===== src/rtl/cpu_pkg.sv =====
// Shared definitions for the 16-bit accumulator CPU: opcodes, ALU op codes and
// the control FSM state encoding.
package cpu_pkg;

   localparam int unsigned WAIT_W = 4;

   localparam logic [3:0] OP_NOP   = 4'h0;
   localparam logic [3:0] OP_LOAD  = 4'h1;
   localparam logic [3:0] OP_STORE = 4'h2;
   localparam logic [3:0] OP_ADD   = 4'h3;
   localparam logic [3:0] OP_SUB   = 4'h4;
   localparam logic [3:0] OP_AND   = 4'h5;
   localparam logic [3:0] OP_OR    = 4'h6;
   localparam logic [3:0] OP_NOT   = 4'h7;
   localparam logic [3:0] OP_JMP   = 4'h8;
   localparam logic [3:0] OP_JZ    = 4'h9;
   localparam logic [3:0] OP_HALT  = 4'hF;

   // 0 is left unused so an idle control word reads as "no ALU operation".
   localparam logic [3:0] ALU_NONE   = 4'h0;
   localparam logic [3:0] ALU_ADD    = 4'h1;
   localparam logic [3:0] ALU_SUB    = 4'h2;
   localparam logic [3:0] ALU_AND    = 4'h3;
   localparam logic [3:0] ALU_OR     = 4'h4;
   localparam logic [3:0] ALU_NOT    = 4'h5;
   localparam logic [3:0] ALU_PASS_B = 4'h6;

   typedef enum logic [3:0] {
      StIdle, StFAddr, StFMem, StFIr, StDecode, StEAddr,
      StEMem, StEAcc, StEStd, StEWr, StEJmp, StHalt
   } state_t;

   function automatic logic [3:0] alu_for_op(input logic [3:0] op);
      logic [3:0] res;
      res = ALU_NONE;
      case (op)
         OP_LOAD: res = ALU_PASS_B;
         OP_ADD:  res = ALU_ADD;
         OP_SUB:  res = ALU_SUB;
         OP_AND:  res = ALU_AND;
         OP_OR:   res = ALU_OR;
         OP_NOT:  res = ALU_NOT;
         default: res = ALU_NONE;
      endcase
      return res;
   endfunction

   function automatic logic is_illegal(input logic [3:0] op);
      return (op >= 4'hA) && (op <= 4'hE);
   endfunction

endpackage


===== src/rtl/cpu_ctrl_fsm.sv =====
// Multi-cycle fetch/decode/execute sequencer for the accumulator CPU. All outputs are
// decoded from the state register and the opcode held in IR.
module cpu_ctrl_fsm
   import cpu_pkg::*;
#(
   parameter int unsigned MEM_WAIT = 1,
   parameter int unsigned CNT_W    = 16
) (
   input  logic             clk,
   input  logic             rst,
   input  logic             run,
   input  logic [15:0]      ir,
   input  logic             zflag,
   output logic             pc_ld,
   output logic             pc_inc,
   output logic             ir_ld,
   output logic             mar_ld,
   output logic             mar_sel,
   output logic             mdr_ld,
   output logic             mdr_sel,
   output logic             acc_ld,
   output logic             zflag_ld,
   output logic [3:0]       alu_op,
   output logic             mem_rw,
   output logic             halted,
   output logic             illegal,
   output logic [CNT_W-1:0] instr_cnt
);

   localparam logic [WAIT_W-1:0] WAIT_INIT = WAIT_W'(MEM_WAIT - 1);

   state_t            state_q, state_d;
   logic [WAIT_W-1:0] wait_q, wait_d;
   logic [CNT_W-1:0]  cnt_q;
   logic              boundary, retire;
   logic [3:0]        opcode;
   logic              unused_ir;

   assign opcode    = ir[15:12];
   assign unused_ir = ^ir[11:0];
   assign instr_cnt = cnt_q;

   always_ff @(posedge clk or posedge rst) begin
      if (rst) begin
         state_q <= StIdle;
         wait_q  <= '0;
         cnt_q   <= '0;
      end else begin
         state_q <= state_d;
         wait_q  <= wait_d;
         if (retire) cnt_q <= cnt_q + CNT_W'(1);
      end
   end

   always_comb begin
      state_d  = state_q;
      wait_d   = wait_q;
      boundary = 1'b0;
      retire   = 1'b0;
      unique case (state_q)
         StIdle:  if (run) state_d = StFAddr;
         StFAddr: begin
            state_d = StFMem;
            wait_d  = WAIT_INIT;
         end
         StFMem: begin
            if (wait_q == '0) state_d = StFIr;
            else wait_d = wait_q - WAIT_W'(1);
         end
         StFIr:   state_d = StDecode;
         StDecode: begin
            case (opcode)
               OP_LOAD, OP_STORE, OP_ADD, OP_SUB, OP_AND, OP_OR: state_d = StEAddr;
               OP_NOT:        state_d = StEAcc;
               OP_JMP, OP_JZ: state_d = StEJmp;
               OP_HALT: begin
                  state_d = StHalt;
                  retire  = 1'b1;
               end
               default:       boundary = 1'b1;
            endcase
         end
         StEAddr: begin
            state_d = (opcode == OP_STORE) ? StEStd : StEMem;
            wait_d  = WAIT_INIT;
         end
         StEMem: begin
            if (wait_q == '0) state_d = StEAcc;
            else wait_d = wait_q - WAIT_W'(1);
         end
         StEAcc:  boundary = 1'b1;
         StEStd: begin
            state_d = StEWr;
            wait_d  = WAIT_INIT;
         end
         StEWr: begin
            if (wait_q == '0) boundary = 1'b1;
            else wait_d = wait_q - WAIT_W'(1);
         end
         StEJmp:  boundary = 1'b1;
         StHalt:  state_d = StHalt;
         default: state_d = StIdle;
      endcase
      if (boundary) begin
         retire  = 1'b1;
         state_d = run ? StFAddr : StIdle;
      end
   end

   always_comb begin
      pc_ld    = 1'b0;
      pc_inc   = 1'b0;
      ir_ld    = 1'b0;
      mar_ld   = 1'b0;
      mar_sel  = 1'b0;
      mdr_ld   = 1'b0;
      mdr_sel  = 1'b0;
      acc_ld   = 1'b0;
      zflag_ld = 1'b0;
      alu_op   = ALU_NONE;
      mem_rw   = 1'b0;
      halted   = 1'b0;
      illegal  = 1'b0;
      unique case (state_q)
         StFAddr:  mar_ld = 1'b1;
         StFMem:   mdr_ld = (wait_q == '0);
         StFIr: begin
            ir_ld  = 1'b1;
            pc_inc = 1'b1;
         end
         StDecode: illegal = is_illegal(opcode);
         StEAddr: begin
            mar_ld  = 1'b1;
            mar_sel = 1'b1;
         end
         StEMem:   mdr_ld = (wait_q == '0);
         StEAcc: begin
            acc_ld   = 1'b1;
            zflag_ld = 1'b1;
            alu_op   = alu_for_op(opcode);
         end
         StEStd: begin
            mdr_ld  = 1'b1;
            mdr_sel = 1'b1;
         end
         StEWr:    mem_rw = 1'b1;
         // JZ takes the branch only when the registered zero flag is set.
         StEJmp:   pc_ld = (opcode == OP_JMP) | zflag;
         StHalt:   halted = 1'b1;
         default: ;
      endcase
   end

endmodule


===== config.mk =====
export PLATFORM = sky130hd
export DESIGN_NAME = cpu_ctrl_fsm
export DESIGN_NICKNAME = d
export VERILOG_FILES = /design/src/rtl/cpu_pkg.sv /design/src/rtl/cpu_ctrl_fsm.sv
export SDC_FILE = /design/constraint.sdc
export NUM_CORES = 1
export LEC_CHECK = 0
export ABC_AREA = 1
export CAP_MARGIN = 15
export CORE_AREA = 4 4 72 74
export CTS_CLUSTER_DIAMETER = 100
export DETAILED_ROUTE_END_ITERATION = 6
export DIE_AREA = 0 0 76 78
export GPL_TIMING_DRIVEN = 1
export PLACE_DENSITY = 0.7
export SKIP_LAST_GASP = 1
export SYNTH_ARGS = -nofsm -noshare
export SYNTH_HDL_FRONTEND = slang
export SYNTH_SLANG_ARGS = --single-unit

===== constraint.sdc =====
create_clock -name clk -period 2.1 [get_ports clk]
set_input_delay 0.63 -clock clk [delete_from_list [all_inputs] [get_ports clk]]
set_output_delay 0.63 -clock clk [all_outputs]
set_load 0.05 [all_outputs]

# Yosys cells after proc, flatten, opt, wreduce, memory -nomap -nowiden
# Index checks and enable logic that the tools add are counted.
# op_classes
reduce_logical	15
eq_ne	27
n_bitwise	1
addsub	2
order_cmp	2
n_mux	28
# op_table
operator	count
4-bit one-hot mux with 10 select lines	1
4-bit by 3-bit == test with 1-bit output, second input constant	8
4-bit == test, second input constant	7
4-bit two-way mux	6
3-bit one-hot mux with 6 select lines	1
16-bit by 1-bit adder with 16-bit output, second input constant	1
4-bit by 2-bit == test with 1-bit output, second input constant	4
4-bit one-hot mux with 4 select lines	1
1-bit two-way mux	15
10-bit OR reduction	1
3-bit != test, second input constant	3
3-bit OR reduction	3
4-bit by 1-bit == test with 1-bit output, second input constant	2
4-bit zero test	2
4-bit one-hot mux with 2 select lines	1
2-bit OR reduction	4
6-bit by 3-bit != test with 1-bit output, second input constant	1
6-bit OR reduction	1
5-bit AND reduction	1
4-bit >= comparator, second input constant	1
4-bit less-or-equal comparator, second input constant	1
4-bit by 1-bit subtractor with 4-bit output, second input constant	1
3-bit two-way mux	1
1-bit one-hot mux with 3 select lines	1
7 further kinds	7
# word_totals
output_inout_bits	32
register_bits	24
inputBits	20
word_cells	78

# Logic depth before layout (Yosys ltp)
# logic_depth
depth_word	6
depth_mapped	11
mapped_depth_nobuf	11

# Worst setup path before layout
# Ideal clock, no wire load.
# synth_timing
kind	input to output
start	input ir[12]
end	output alu_op[0]
required_time_ns	1.470
t_arrival_ns	2.204
path_buffers	0
cell_stages	2
slack_ns	-0.734
path_cell_list	inv_1 -> nor4_1
# synth_via
elab_chain_len	3
elab_cells_between_ends	8
classes_between	eq/ne: 6; mux: 2
# synth_lines
element	line	text
start: declaration	cpu_ctrl_fsm.sv:12	input logic [15:0] ir,
4-bit by 3-bit == test with 1-bit output (tied with other cells)	cpu_pkg.sv:36	case (op)
3-bit one-hot mux with 6 select lines *	cpu_pkg.sv:36	
3-bit two-way mux *	cpu_ctrl_fsm.sv:124	unique case (state_q)
end: declaration	cpu_ctrl_fsm.sv:23	output logic [3:0] alu_op,
# Mark *: on every way between the ends. The rest lies on a longest branch, timed or not.

# Final worst setup path
# layout_timing
start	input ir[14]
end	output illegal
# layout_via
elab_chain_len	3
elab_cells_between_ends	4
classes_between	order compare: 2; mux: 1; reduce/logical: 1
# layout_lines
element	line	text
4-bit >= comparator / 4-bit less-or-equal comparator (equally long branches)	cpu_pkg.sv:49	return (op >= 4'hA) && (op <= 4'hE);
1-bit logical AND *	cpu_pkg.sv:49	
1-bit two-way mux *	cpu_ctrl_fsm.sv:124	
end: declaration	cpu_ctrl_fsm.sv:26	output logic illegal,
# Marks and branches as above.

==> results.yml <==
setup_path:
  r2r_start: "state_q[2]"
  cp_max_fo: 4
  worst-r2r-setup-slack_ps: 340
  cp-end-kind: "primary output"
  critPathLaunchType: "input port"
  required_ps: 1470
  cp.arrival_ps: 1460
  worst_r2r_endpoint: "instr_cnt[0]"
  reg2reg_depth: 12
  cp_slowest_cell: "nor3_4"
  cpMostUsedCell: "buf_4"
  crit_path_max_incr_delay_ps: 200
  worstPathCellList: "buf_2 > nor2_4 > buf_4 > buf_4 > nor3_4 > buf_12"
  worstSetupPathType: "in -> out"
global_route:
  grt_pass1_wl_mm: 7.51
  grt_overflow: 0
  grt_max_degree: 30
  grt_pass1_vias: 1775
  antenna_found_initial: 0
  gr-usage-all-layers_pct: 14.9
power:
  p_int_mw: 1.24
  sw_frac_of_total_pct: 47.1
  p_total_mw: 2.34
  p_sw_mw: 1.10
  peakVddDrop_uv: 471
  pwr-share-comb_pct: 59.7
  power_frac_seq_pct: 26.7
  clkPwrFrac_pct: 13.6
  p_leak_nw: 1.33
  power_density_mw_per_mm2: 877
place:
  gp_congestion: 0.830
  port_buffers: 38
  placed_cells: 368
  dp_hpwl_mm: 3.34
  place_area_mm2: 0.00249
run_status:
  outcome: "complete, no violations"
cells_and_area:
  multi_input_area_mm2: 0.00109
  area_delta_synth_final_pct: 48.6
  instances_no_fill: 378
  regArea_um2: 603
  diodes: 0
  final_area_mm2: 0.00267
  layout-drive-gt1-share_pct: 33.6
  nets: 348
  n_fill_cell: 407
logic_synthesis:
  synth.top_cells.by_area: "dfrtp_1 33%, nand2_1 13%, inv_1 9.0%"
  yosysWarningCount: 0
  async_reset_ff_share_pct: 100
  avgSynthCellArea_um2: 6.83
  syn_inst: 263
  synth-seq-area-share_pct: 33.4
  synthFlopType: "dfrtp_1"
  syn_nets: 286
  synth_cell_types: 30
  synth_area_mm2: 0.00180
  yosysTopAreaCell: "dfrtp_1"
  netlist.area_leader.share_pct: 33.4
  ys_seq_elements: 24
  yosys-top-cells-count: "63 x nand2_1, 43 x inv_1, 25 x nor2_1"
  synth_edf_count: 0
  yosysMostFrequentCell: "nand2_1"
timing:
  rsz0062_at_grt: "yes"
  finalSetupViolations: 0
  finalSetupTns_ps: 0
  maxSlewViolCount: 0
  period_share_pct: 99.5
  hold_viol: 0
  clock_skew_ps: 3.61
  min_period_ps: 2090
  fmax_mhz: 479
cts:
  cts_tree: "yes"
  clk_path_buf_depth: 2
  clock-sinks: 24
  clockRootBuffer: "clkbuf_8"
  clkSlewWorstSetupHoldPaths_ps: 80
  holdBufCountCts: 0
  htreeDepth: 1
  cts-buffers-inserted: 3
  clock_latency_ps: 270
worst_hold_path:
  hold_depth: 1
  min_delay_worst_endpoint: "wait_q[0]"
  hold_start: "wait_q[0]"
  holdCritPathClass: "reg -> reg"
die:
  start_util_pct: 39.0
  coreArea_mm2: 0.00460
  die_area_mm2: 0.00593
  die_y_um: 78
  ios: 52
  fp.dieW_um: 76
  rows: 25
detailed_routing:
  drc: 0
  drt_iter0_drc: 74
  wire_per_inst_um: 11.4
  vias_per_cell: 4.87
  dr.pass1.iters: 4
  ant_nets: 0
  wirelength_mm: 4.29
  vias: 1842
job:
  max_cap_violations: 0
[worst max-delay path: cells and delay by family]
family / cells / cell delay, ps
AND/OR/NAND/NOR: 2 / 270
buffers and inverters: 4 / 560
[stage by stage]
step / setup WS, ps / util, % / hold WS, ps
2_1_floorplan: -196 / - / 462
3_3_place_gp: -401 / 54.2 / 477
3_5_place_dp: -411 / 54.2 / 484
4_1_cts: -30.4 / 57.1 / 500
5_1_grt: -54.2 / 58.0 / 544
6_report: 10.2 / 58.0 / 493
[power by group through the flow]
stage | clock network (mW) | logic [mW] | registers [mW]
floorplan | 0 | 0.782 | 0.734
global placement | 0 | 1.32 | 0.631
detailed placement | 0 | 1.33 | 0.633
CTS | 0.328 | 1.37 | 0.620
global route | 0.352 | 1.52 | 0.637
finish | 0.319 | 1.40 | 0.624
[per-layer routing]
layer | GRT usage, % | wire length (um)
met5 | 0 | 0
met4 | 3.56 | 37
met3 | 3.83 | 233
met2 | 26.5 | 2110
met1 | 17.7 | 1910
[worst max-delay path by stage]
stage               start   endpoint  slack (ps)
3_3_place_gp       ir[13]  alu_op[1]        -400
5_1_grt        state_q[0]  alu_op[0]         -50
2_1_floorplan      ir[15]  alu_op[1]        -200
3_5_place_dp       ir[13]  alu_op[2]        -410
4_1_cts        state_q[0]  alu_op[0]         -30
6_report           ir[14]    illegal          10
[area by class of cell]
type | count | share of cell area, %
clock buffer | 4 | 2.06
inverter | 46 | 6.47
multi-input combinational | 187 | 41.0
sequential | 24 | 22.6
tap | 54 | 2.53
timing repair buffer | 63 | 25.4
[flip-flops by register name, indices dropped and copies added (netlist names)]
| register | cells |
|---|---|
| instr_cnt | 16 |
| wait_q | 4 |
| state_q | 4 |
[cell usage in the layout (no fill, tap or decap), drive strengths merged]
| cell type | n |
|---|---|
| nand3b | 2 |
| clkbuf | 4 |
| dfrtp | 24 |
| xnor2 | 1 |
| inv | 46 |
| nor2 | 32 |
| xor2 | 7 |
| ha | 3 |
| nand4 | 9 |
| conb | 1 |
| nand3 | 24 |
| buf | 59 |
| nor4 | 1 |
| o21ai | 19 |
| clkdlybuf4s50 | 3 |
| o22ai | 3 |
| a21boi | 1 |
| clkdlybuf4s15 | 1 |
| o211ai | 1 |
| nand2 | 67 |
| nor3 | 12 |
| a21oi | 4 |
[repair_timing]
action                                  CTS  global route
gates cloned                              0             0
resized for setup                        28            13
endpoints found under the setup margin    6            14
endpoints found under the hold margin     0             0
setup buffers                             4             2
pin swaps                                 4             5
[kinds of logic after synthesis]
group	count (synthesis)	share of synthesized area (%)
flip-flops	24	33.4
AO/OA/AOI/OAI	28	9.34
AND/OR/NAND/NOR	147	38.4
other	1	0.209
XOR/XNOR	8	3.90
adder cells (fa/ha/maj)	3	2.09
buffers and inverters	52	12.6
Power figures use the tool's default switching activity.
